--- src/rtl/bure_mem_arbiter.sv ---
// Shares one memory request/response port between instruction fetch (read-only) and load/store.
// Default build: fixed LS priority with IF starvation override; define BURE_ARB_RR_EN for round-robin.
module bure_mem_arbiter #(
    parameter int ADDR_WIDTH      = 32,
    parameter int DATA_WIDTH      = 32,
    parameter int MAX_OUTSTANDING = 4,
    parameter int STARVE_LIMIT    = 4
) (
    input  logic                    i_clk,
    input  logic                    i_rstn,
    input  logic                    i_if_req_valid,
    output logic                    o_if_req_ready,
    input  logic [ADDR_WIDTH-1:0]   i_if_req_addr,
    input  logic                    i_if_flush,
    output logic                    o_if_rsp_valid,
    output logic [DATA_WIDTH-1:0]   o_if_rsp_data,
    input  logic                    i_ls_req_valid,
    output logic                    o_ls_req_ready,
    input  logic                    i_ls_req_we,
    input  logic [ADDR_WIDTH-1:0]   i_ls_req_addr,
    input  logic [DATA_WIDTH-1:0]   i_ls_req_wdata,
    input  logic [DATA_WIDTH/8-1:0] i_ls_req_wstrb,
    output logic                    o_ls_rsp_valid,
    output logic [DATA_WIDTH-1:0]   o_ls_rsp_data,
    output logic                    o_mem_req_valid,
    input  logic                    i_mem_req_ready,
    output logic                    o_mem_req_we,
    output logic [ADDR_WIDTH-1:0]   o_mem_req_addr,
    output logic [DATA_WIDTH-1:0]   o_mem_req_wdata,
    output logic [DATA_WIDTH/8-1:0] o_mem_req_wstrb,
    input  logic                    i_mem_rsp_valid,
    input  logic [DATA_WIDTH-1:0]   i_mem_rsp_data,
    output logic                    o_err
);
    localparam int PTR_W = (MAX_OUTSTANDING > 1) ? $clog2(MAX_OUTSTANDING) : 1;
    localparam int CNT_W = $clog2(MAX_OUTSTANDING + 1);
    localparam logic [CNT_W-1:0] DEPTH = CNT_W'(MAX_OUTSTANDING);
    localparam logic [PTR_W-1:0] LAST  = PTR_W'(MAX_OUTSTANDING - 1);

    typedef enum logic {S_IDLE, S_LOCK} state_t;

    state_t                     state_q, state_d;
    logic                       lock_ls_q, lock_ls_d;
    logic [PTR_W-1:0]           wr_ptr_q, wr_ptr_d, rd_ptr_q, rd_ptr_d;
    logic [CNT_W-1:0]           count_q, count_d;
    logic [MAX_OUTSTANDING-1:0] own_ls_q, own_ls_d, disc_q, disc_d;
    logic                       err_q, err_d;

    logic fifo_full, fifo_empty, if_elig, ls_elig, idle_pick_ls;
    logic gnt_valid, gnt_ls, accept, push, pop, head_ls, head_disc;

    assign fifo_full  = (count_q == DEPTH);
    assign fifo_empty = (count_q == '0);
    // Fullness is judged before this cycle's pop, so a returning response never frees a slot early.
    assign if_elig    = i_if_req_valid & ~fifo_full & ~i_if_flush;
    assign ls_elig    = i_ls_req_valid & (i_ls_req_we | ~fifo_full);

`ifdef BURE_ARB_RR_EN
    logic rr_ls_q, rr_ls_d;

    assign idle_pick_ls = ls_elig & (~if_elig | rr_ls_q);
    assign rr_ls_d      = accept ? ~gnt_ls : rr_ls_q;

    always_ff @(posedge i_clk or negedge i_rstn) begin
        if (!i_rstn) rr_ls_q <= 1'b1;
        else         rr_ls_q <= rr_ls_d;
    end
`else
    localparam int SC_W = (STARVE_LIMIT > 0) ? $clog2(STARVE_LIMIT + 1) : 1;
    localparam logic [SC_W-1:0] SC_MAX = SC_W'(STARVE_LIMIT);
    logic [SC_W-1:0] starve_q, starve_d;
    logic            if_forced;

    assign if_forced    = (STARVE_LIMIT != 0) && (starve_q == SC_MAX);
    assign idle_pick_ls = ls_elig & ~(if_elig & if_forced);

    always_comb begin
        starve_d = starve_q;
        if (accept && !gnt_ls)
            starve_d = '0;
        else if (accept && i_if_req_valid && starve_q != SC_MAX)
            starve_d = starve_q + 1'b1;
    end

    always_ff @(posedge i_clk or negedge i_rstn) begin
        if (!i_rstn) starve_q <= '0;
        else         starve_q <= starve_d;
    end
`endif

    always_comb begin
        gnt_valid = 1'b0;
        gnt_ls    = 1'b0;
        if (state_q == S_LOCK) begin
            gnt_valid = 1'b1;
            gnt_ls    = lock_ls_q;
        end else begin
            gnt_valid = if_elig | ls_elig;
            gnt_ls    = idle_pick_ls;
        end
    end

    assign accept = gnt_valid & i_mem_req_ready;
    assign push   = accept & ~(gnt_ls & i_ls_req_we);
    assign pop    = i_mem_rsp_valid & ~fifo_empty;

    assign o_mem_req_valid = gnt_valid;
    assign o_mem_req_we    = gnt_valid & gnt_ls & i_ls_req_we;
    assign o_mem_req_addr  = !gnt_valid ? '0 : (gnt_ls ? i_ls_req_addr : i_if_req_addr);
    assign o_mem_req_wdata = (gnt_valid & gnt_ls) ? i_ls_req_wdata : '0;
    assign o_mem_req_wstrb = (gnt_valid & gnt_ls) ? i_ls_req_wstrb : '0;
    assign o_if_req_ready  = accept & ~gnt_ls;
    assign o_ls_req_ready  = accept & gnt_ls;

    // A flush in the response cycle also kills the head, since that read predates the flush.
    assign head_ls        = own_ls_q[rd_ptr_q];
    assign head_disc      = disc_q[rd_ptr_q];
    assign o_if_rsp_valid = pop & ~head_ls & ~head_disc & ~i_if_flush;
    assign o_ls_rsp_valid = pop & head_ls;
    assign o_if_rsp_data  = i_mem_rsp_data;
    assign o_ls_rsp_data  = i_mem_rsp_data;
    assign o_err          = err_q;

    always_comb begin
        state_d   = (gnt_valid && !i_mem_req_ready) ? S_LOCK : S_IDLE;
        lock_ls_d = (gnt_valid && !i_mem_req_ready) ? gnt_ls : lock_ls_q;
        wr_ptr_d  = wr_ptr_q;
        rd_ptr_d  = rd_ptr_q;
        own_ls_d  = own_ls_q;
        disc_d    = disc_q;
        err_d     = err_q | (i_mem_rsp_valid & fifo_empty);
        count_d   = count_q + CNT_W'(push) - CNT_W'(pop);
        if (i_if_flush)
            disc_d = disc_q | ~own_ls_q;
        if (pop)
            rd_ptr_d = (rd_ptr_q == LAST) ? '0 : rd_ptr_q + 1'b1;
        if (push) begin
            own_ls_d[wr_ptr_q] = gnt_ls;
            disc_d[wr_ptr_q]   = ~gnt_ls & i_if_flush;
            wr_ptr_d           = (wr_ptr_q == LAST) ? '0 : wr_ptr_q + 1'b1;
        end
    end

    always_ff @(posedge i_clk or negedge i_rstn) begin
        if (!i_rstn) begin
            state_q   <= S_IDLE;
            lock_ls_q <= 1'b0;
            wr_ptr_q  <= '0;
            rd_ptr_q  <= '0;
            count_q   <= '0;
            own_ls_q  <= '0;
            disc_q    <= '0;
            err_q     <= 1'b0;
        end else begin
            state_q   <= state_d;
            lock_ls_q <= lock_ls_d;
            wr_ptr_q  <= wr_ptr_d;
            rd_ptr_q  <= rd_ptr_d;
            count_q   <= count_d;
            own_ls_q  <= own_ls_d;
            disc_q    <= disc_d;
            err_q     <= err_d;
        end
    end
endmodule
--- config.mk ---
export PLATFORM = sky130hd
export DESIGN_NAME = bure_mem_arbiter
export DESIGN_NICKNAME = d
export VERILOG_FILES = /design/src/rtl/bure_mem_arbiter.sv
export SDC_FILE = /design/constraint.sdc
export NUM_CORES = 1
export LEC_CHECK = 0
export BUFFER_PORTS_ARGS = -buffer_cell sky130_fd_sc_hd__buf_2
export CAP_MARGIN = 15
export CORE_AREA = 2 2 107 109
export DETAILED_ROUTE_END_ITERATION = 16
export DIE_AREA = 0 0 109 111
export PLACE_DENSITY = 0.56
export SYNTH_ARGS = -nofsm -noshare
export SYNTH_HDL_FRONTEND = slang
export SYNTH_SLANG_ARGS = --single-unit
export TNS_END_PERCENT = 50
--- constraint.sdc ---
create_clock -name i_clk -period 3.42 [get_ports i_clk]
set_input_delay 0.684 -clock i_clk [delete_from_list [all_inputs] [get_ports i_clk]]
set_output_delay 0.684 -clock i_clk [all_outputs]
set_load 0.05 [all_outputs]
==> results of run 1 <==
==> routing by layer <==
metal,global-route usage,wire length (um),up-vias
met5,0,0,-
met4,0.03846,155,0
met3,0.02293,659,23
met2,0.2443,4298,129
met1,0.1458,3127,1142
li1,-,-,1234
==> area by class of cell <==
type / instances / area share
Multi-Input combinational cell: 212 / 0.4203
Timing Repair Buffer: 193 / 0.3202
Sequential cell: 21 / 0.1624
Tap cell: 143 / 0.05530
Clock buffer: 4 / 0.02436
Inverter: 15 / 0.01740
==> what timing repair did <==
action	CTS	global route
buffers inserted	0	0
setup endpoints to repair	40	1
pin swaps	1	0
gates resized for setup	2	1
==> how the worst max path moves through the flow <==
stage / end / slack, ns / cells after the start
final: o_mem_req_addr[4] / 0.15 / 7
after global routing: o_mem_req_addr[4] / 0.04 / 7
after CTS: o_mem_req_addr[4] / 0.15 / 7
after detailed placement: o_mem_req_addr[4] / 0.19 / 7
after global placement: o_mem_req_addr[8] / 0.24 / 7
after floorplan: o_mem_req_addr[17] / -0.05 / 7
==> state kept, by name (all words and copies together) (netlist names) <==
name	cells
disc_q	4
own_ls_q	4
count_q	3
starve_q	3
rd_ptr_q	2
wr_ptr_q	2
lock_ls_q	1
o_err	1
state_q	1
==> power by group <==
part           total, mW  switching, mW  internal (mW)  leakage [nW]
Combinational       1.66           1.12          0.542          1.45
Sequential         0.469          0.108          0.361         0.243
Clock              0.247         0.0887          0.159        0.0382
Total               2.38           1.32           1.06          1.73
==> cell families (layout without fill, tap and decap cells) <==
logic type,count (synthesis),after routing
simple gates,129,129
fa+ha+maj,10,10
mux,5,5
compound gates,66,66
buf+inv,96,212
flops,21,21
xor+xnor,2,2
==> through the flow <==
step,worst slack [ns],utilization,setup TNS [ns]
floorplan,-0.04978,-,-0.7621
global placement,0.2431,0.2827,0
detailed placement,0.1889,0.2827,0
CTS,0.1501,0.2911,0
global route,0.03783,0.2921,0
finish,0.1530,0.2921,0
==> cell usage after synthesis (all sizes together) <==
library cell	n	share of area
a21o	3	0.0094
a21oi	51	0.11
a221oi	1	0.011
a22oi	1	0.0031
a31o	4	0.015
a31oi	1	0.0026
a41oi	1	0.0037
and2	38	0.099
and3	4	0.019
buf	70	0.21
clkbuf	11	0.017
dfrtp	21	0.22
fa	1	0.0084
ha	9	0.047
inv	15	0.023
mux2	3	0.014
mux4	2	0.019
nand2	68	0.11
nand2b	2	0.0052
nand3	2	0.0042
nor2	5	0.0078
nor2b	2	0.0052
nor3	4	0.0084
nor4	1	0.0026
o21ai	4	0.0084
or3b	1	0.0037
or4b	1	0.0057
or4bb	1	0.0047
xnor2	2	0.0073
==> worst max-delay path, cell delays in order (launching register included) <==
cell     delay (ns)
dfrtp_1        0.45
or3b_2         0.57
a41oi_4        0.31
a21o_4         0.26
buf_12         0.19
nand2_1        0.09
a21oi_2        0.16
buf_2          0.29
==> impl_metrics.yaml, run 1 <==
die:
  die_x_um: 109
  ioPinCount: 279
  fp.dieH_um: 111
  initial_utilization: 0.2163
  row_count: 39
  die_area_mm2: 0.01210
  core_mm2: 0.01108
synth:
  ys_types: 31
  synth_top_family_by_area: "simple AND/OR/NAND/NOR gates"
  syn_area_per_cell_um2: 7.283
  synthCells: 329
  yosysWarningCount: 0
  syn-num-nets: 479
  synth.area.mux_share: 0.03290
  synth_fa_ha_area_frac: 0.05535
  netlist_area_mm2: 0.002396
  ys_seq_area_frac: 0.2193
  synth_compound_area_frac: 0.1593
  ys_ff_latch: 21
  yosys.area_share.simple: 0.2721
  yosys.area_share.xor_xnor: 0.007311
placement:
  gp_congestion: 0.8046
  dp_cells: 584
  io_buffers: 182
  place_area_mm2: 0.003132
  place_hpwl_um: 6954
pwr:
  power.leakage_nw: 1.729
  finalPower_mw: 2.378
  power_density_mw_per_mm2: 734.9
  vdd_ir_drop_max_mv: 0.3297
clocking:
  clockRootBuffer: "clkbuf_16"
  clock_sinks: 21
  htreeDepth: 1
  numCtsBuffers: 3
  worstSkewPairLatency_ns: 0.25
  cts_tree: "yes"
  cts.path.max_buffers: 2
  clk_pin_slew_ns: 0.06
  holdBufCountCts: 0
setup_path:
  r2r-start: "count_q[1]$_DFF_PN0_"
  critPathMaxFanout: 28
  path_class: "reg -> out"
  setup.worst_path.start_class: "flop"
  reg2reg_depth: 11
  setup.worst_path.start: "count_q[1]$_DFF_PN0_"
  cp_data_required_time_ns: 2.74
  crit_arrival_ns: 2.58
  reg2reg_to: "count_q[2]$_DFF_PN0_"
  end_kind: "output port"
  ff2ff_setup_slack_ns: 0.49
final_layout:
  diodes: 0
  multi_input_area_mm2: 0.001360
  final_area_mm2: 0.003236
  num-fill-cells: 1214
  most-common-layout-cells: "buf_2 (180), nand2_1 (68), and2_1 (38)"
  syn2layout_area_growth_pct: 35.04
  drive_above_1_share: 0.5213
  fin_nets: 596
  layout_commonest_cell: "buf_2"
  regArea_um2: 525.5
  final_cells: 588
grt:
  gr-total-overflow: 0
  grt_max_degree: 37
  track_usage: 0.1301
  antenna_found_initial: 2
  grt_first_pass_wirelength_um: 12340
  grt_pass1_vias: 2520
sta:
  worst_pin_slew_ns: 0.4705
  min_period_ns: 3.267
  fmax_mhz: 306.1
  slew_violations: 0
  slew_headroom: 0.6863
  fin_crit_sh: 0.9552
  rsz0062_at_grt: "false"
  hold_viol_final: 0
  setup_violations: 0
  hold_slack_ns: 0.3816
  finalClockSkew_ns: 0.001205
min_path:
  hold_path.class: "in -> async"
routing:
  routed_via_density: 4.299
  drc: 0
  antenna_left: 0
  dr_total_vias: 2528
  drtIter0Drc: 104
  wl_um: 8241
  first_pass_iters: 4
  wl_per_cell_um: 14.02
outcome:
  status: "complete, no violations"
run:
  drv_cap: 0
Note: power is estimated with default switching activity, not from simulation.
==> inputs of run 2 (changes only) <==
Settings changed: PLACE_DENSITY 0.56 to 0.64, SKIP_CTS_REPAIR_TIMING set to 1.
==> impl_metrics.yaml, run 2 (synthesis gave the netlist of run 1 again) <==
setup_path:
  cp_data_required_time_ns: 2.74
  crit_arrival_ns: 2.64
  reg2reg_to: "count_q[2]$_DFF_PN0_"
  end_kind: "output port"
  path_class: "reg -> out"
  setup.worst_path.start_class: "flop"
  critPathMaxFanout: 70
  setup.worst_path.start: "count_q[1]$_DFF_PN0_"
  ff2ff_setup_slack_ns: 0.45
  r2r-start: "count_q[1]$_DFF_PN0_"
  reg2reg_depth: 11
die:
  core_mm2: 0.01108
  die_x_um: 109
  row_count: 39
  ioPinCount: 279
  fp.dieH_um: 111
  initial_utilization: 0.2163
  die_area_mm2: 0.01210
grt:
  grt_pass1_vias: 2519
  grt_first_pass_wirelength_um: 12680
  gr-total-overflow: 0
  antenna_found_initial: 1
  track_usage: 0.1362
  grt_max_degree: 71
routing:
  dr_total_vias: 2581
  wl_per_cell_um: 14.91
  drtIter0Drc: 133
  wl_um: 8679
  antenna_left: 0
  routed_via_density: 4.435
  first_pass_iters: 6
  drc: 0
placement:
  place_hpwl_um: 7298
  dp_cells: 578
  gp_congestion: 0.8443
  place_area_mm2: 0.003099
  io_buffers: 182
pwr:
  power_frac_comb: 0.697
  vdd_ir_drop_max_mv: 0.2967
  pwr-share-seq: 0.199
  p_switching_mw: 1.316
  p_sw_frac: 0.5566
  power.internal_mw: 1.048
  clock_power_share: 0.104
  power.leakage_nw: 1.703
  power_density_mw_per_mm2: 741.7
sta:
  min_period_ns: 3.319
  setup_violations: 0
  slew_violations: 0
  worst_pin_slew_ns: 0.4932
  fmax_mhz: 301.3
  slew_headroom: 0.6712
  finalClockSkew_ns: 0.002529
  hold_viol_final: 0
  fin_crit_sh: 0.9705
final_layout:
  fin_nets: 590
  final_area_mm2: 0.003188
  drive_above_1_share: 0.5148
  syn2layout_area_growth_pct: 33.05
  layout_commonest_cell: "buf_2"
  final_cells: 582
  most-common-layout-cells: "buf_2 (179), nand2_1 (68), and2_1 (38)"
  largestRegisters: "disc_q (4), own_ls_q (4)"
  diodes: 0
clocking:
  clock_sinks: 21
  clk_pin_slew_ns: 0.06
  cts_tree: "yes"
  htreeDepth: 1
  numCtsBuffers: 3
  cts.path.max_buffers: 2
  clockRootBuffer: "clkbuf_16"
  worstSkewPairLatency_ns: 0.25
run:
  drv_cap: 0
outcome:
  status: "complete, no violations"
min_path:
  hold_path.class: "in -> async"
run 2: cell types whose count changed in the layout (fill, tap and decap cells not counted), sizes merged:
| cell | previous run | this run |
|---|---|---|
| buf | 193 | 186 |
| clkbuf | 4 | 5 |
run 2: layout make-up:
cell class                      count  area (um^2)
Tap cell                          143        178.9
Inverter                           15        56.30
Sequential cell                    21        525.5
Multi-Input combinational cell    212         1343
Fill cell                        1180         7889
Timing Repair Buffer              187         1006
Clock buffer                        4        78.83
run 2: through the flow:
stage                TNS [ns]  utilization  total power [mW]  setup WS [ns]  hold WS [ns]
finish                      0       0.2878             2.365         0.1008        0.3895
global route        -0.007329       0.2878             2.529      -0.003839        0.4231
CTS                  -0.06691       0.2869             2.385       -0.03234        0.4032
detailed placement          0       0.2798             2.128         0.1545        0.4559
global placement            0       0.2798             2.092         0.2603        0.4322
floorplan             -0.7621            -             1.894       -0.04978        0.3884
run 2: worst max-delay path by stage:
| stage | to | cells past startpoint |
|---|---|---|
| 4_1_cts | o_mem_req_addr[23] | 7 |
| 2_1_floorplan | o_mem_req_addr[17] | 7 |
| 6_report | o_mem_req_addr[22] | 7 |
| 3_5_place_dp | count_q[2]$_DFF_PN0_ | 12 |
| 5_1_grt | o_mem_req_addr[12] | 7 |
| 3_3_place_gp | o_mem_req_addr[23] | 6 |
run 2: worst max-delay path: stages (launching register included):
cell	delay, ns
dfrtp_1	0.46
or3b_2	0.55
a41oi_2	0.31
a21o_2	0.20
buf_12	0.23
nand2_1	0.11
a21oi_1	0.18
buf_2	0.29
run 2: power groups by stage:
| stage | clock network (mW) | logic (mW) | registers [mW] |
|---|---|---|---|
| floorplan | 0 | 1.43 | 0.464 |
| global placement | 0 | 1.63 | 0.464 |
| detailed placement | 0 | 1.65 | 0.474 |
| CTS | 0.255 | 1.66 | 0.470 |
| global route | 0.264 | 1.78 | 0.489 |
| finish | 0.246 | 1.65 | 0.470 |
run 2: layer usage:
layer / GRT usage / up-vias / share of wire
li1: - / 1227 / -
met1: 0.1562 / 1190 / 0.38
met2: 0.2522 / 140 / 0.52
met3: 0.02822 / 24 / 0.087
met4: 0.03248 / 0 / 0.016
met5: 0 / - / 0
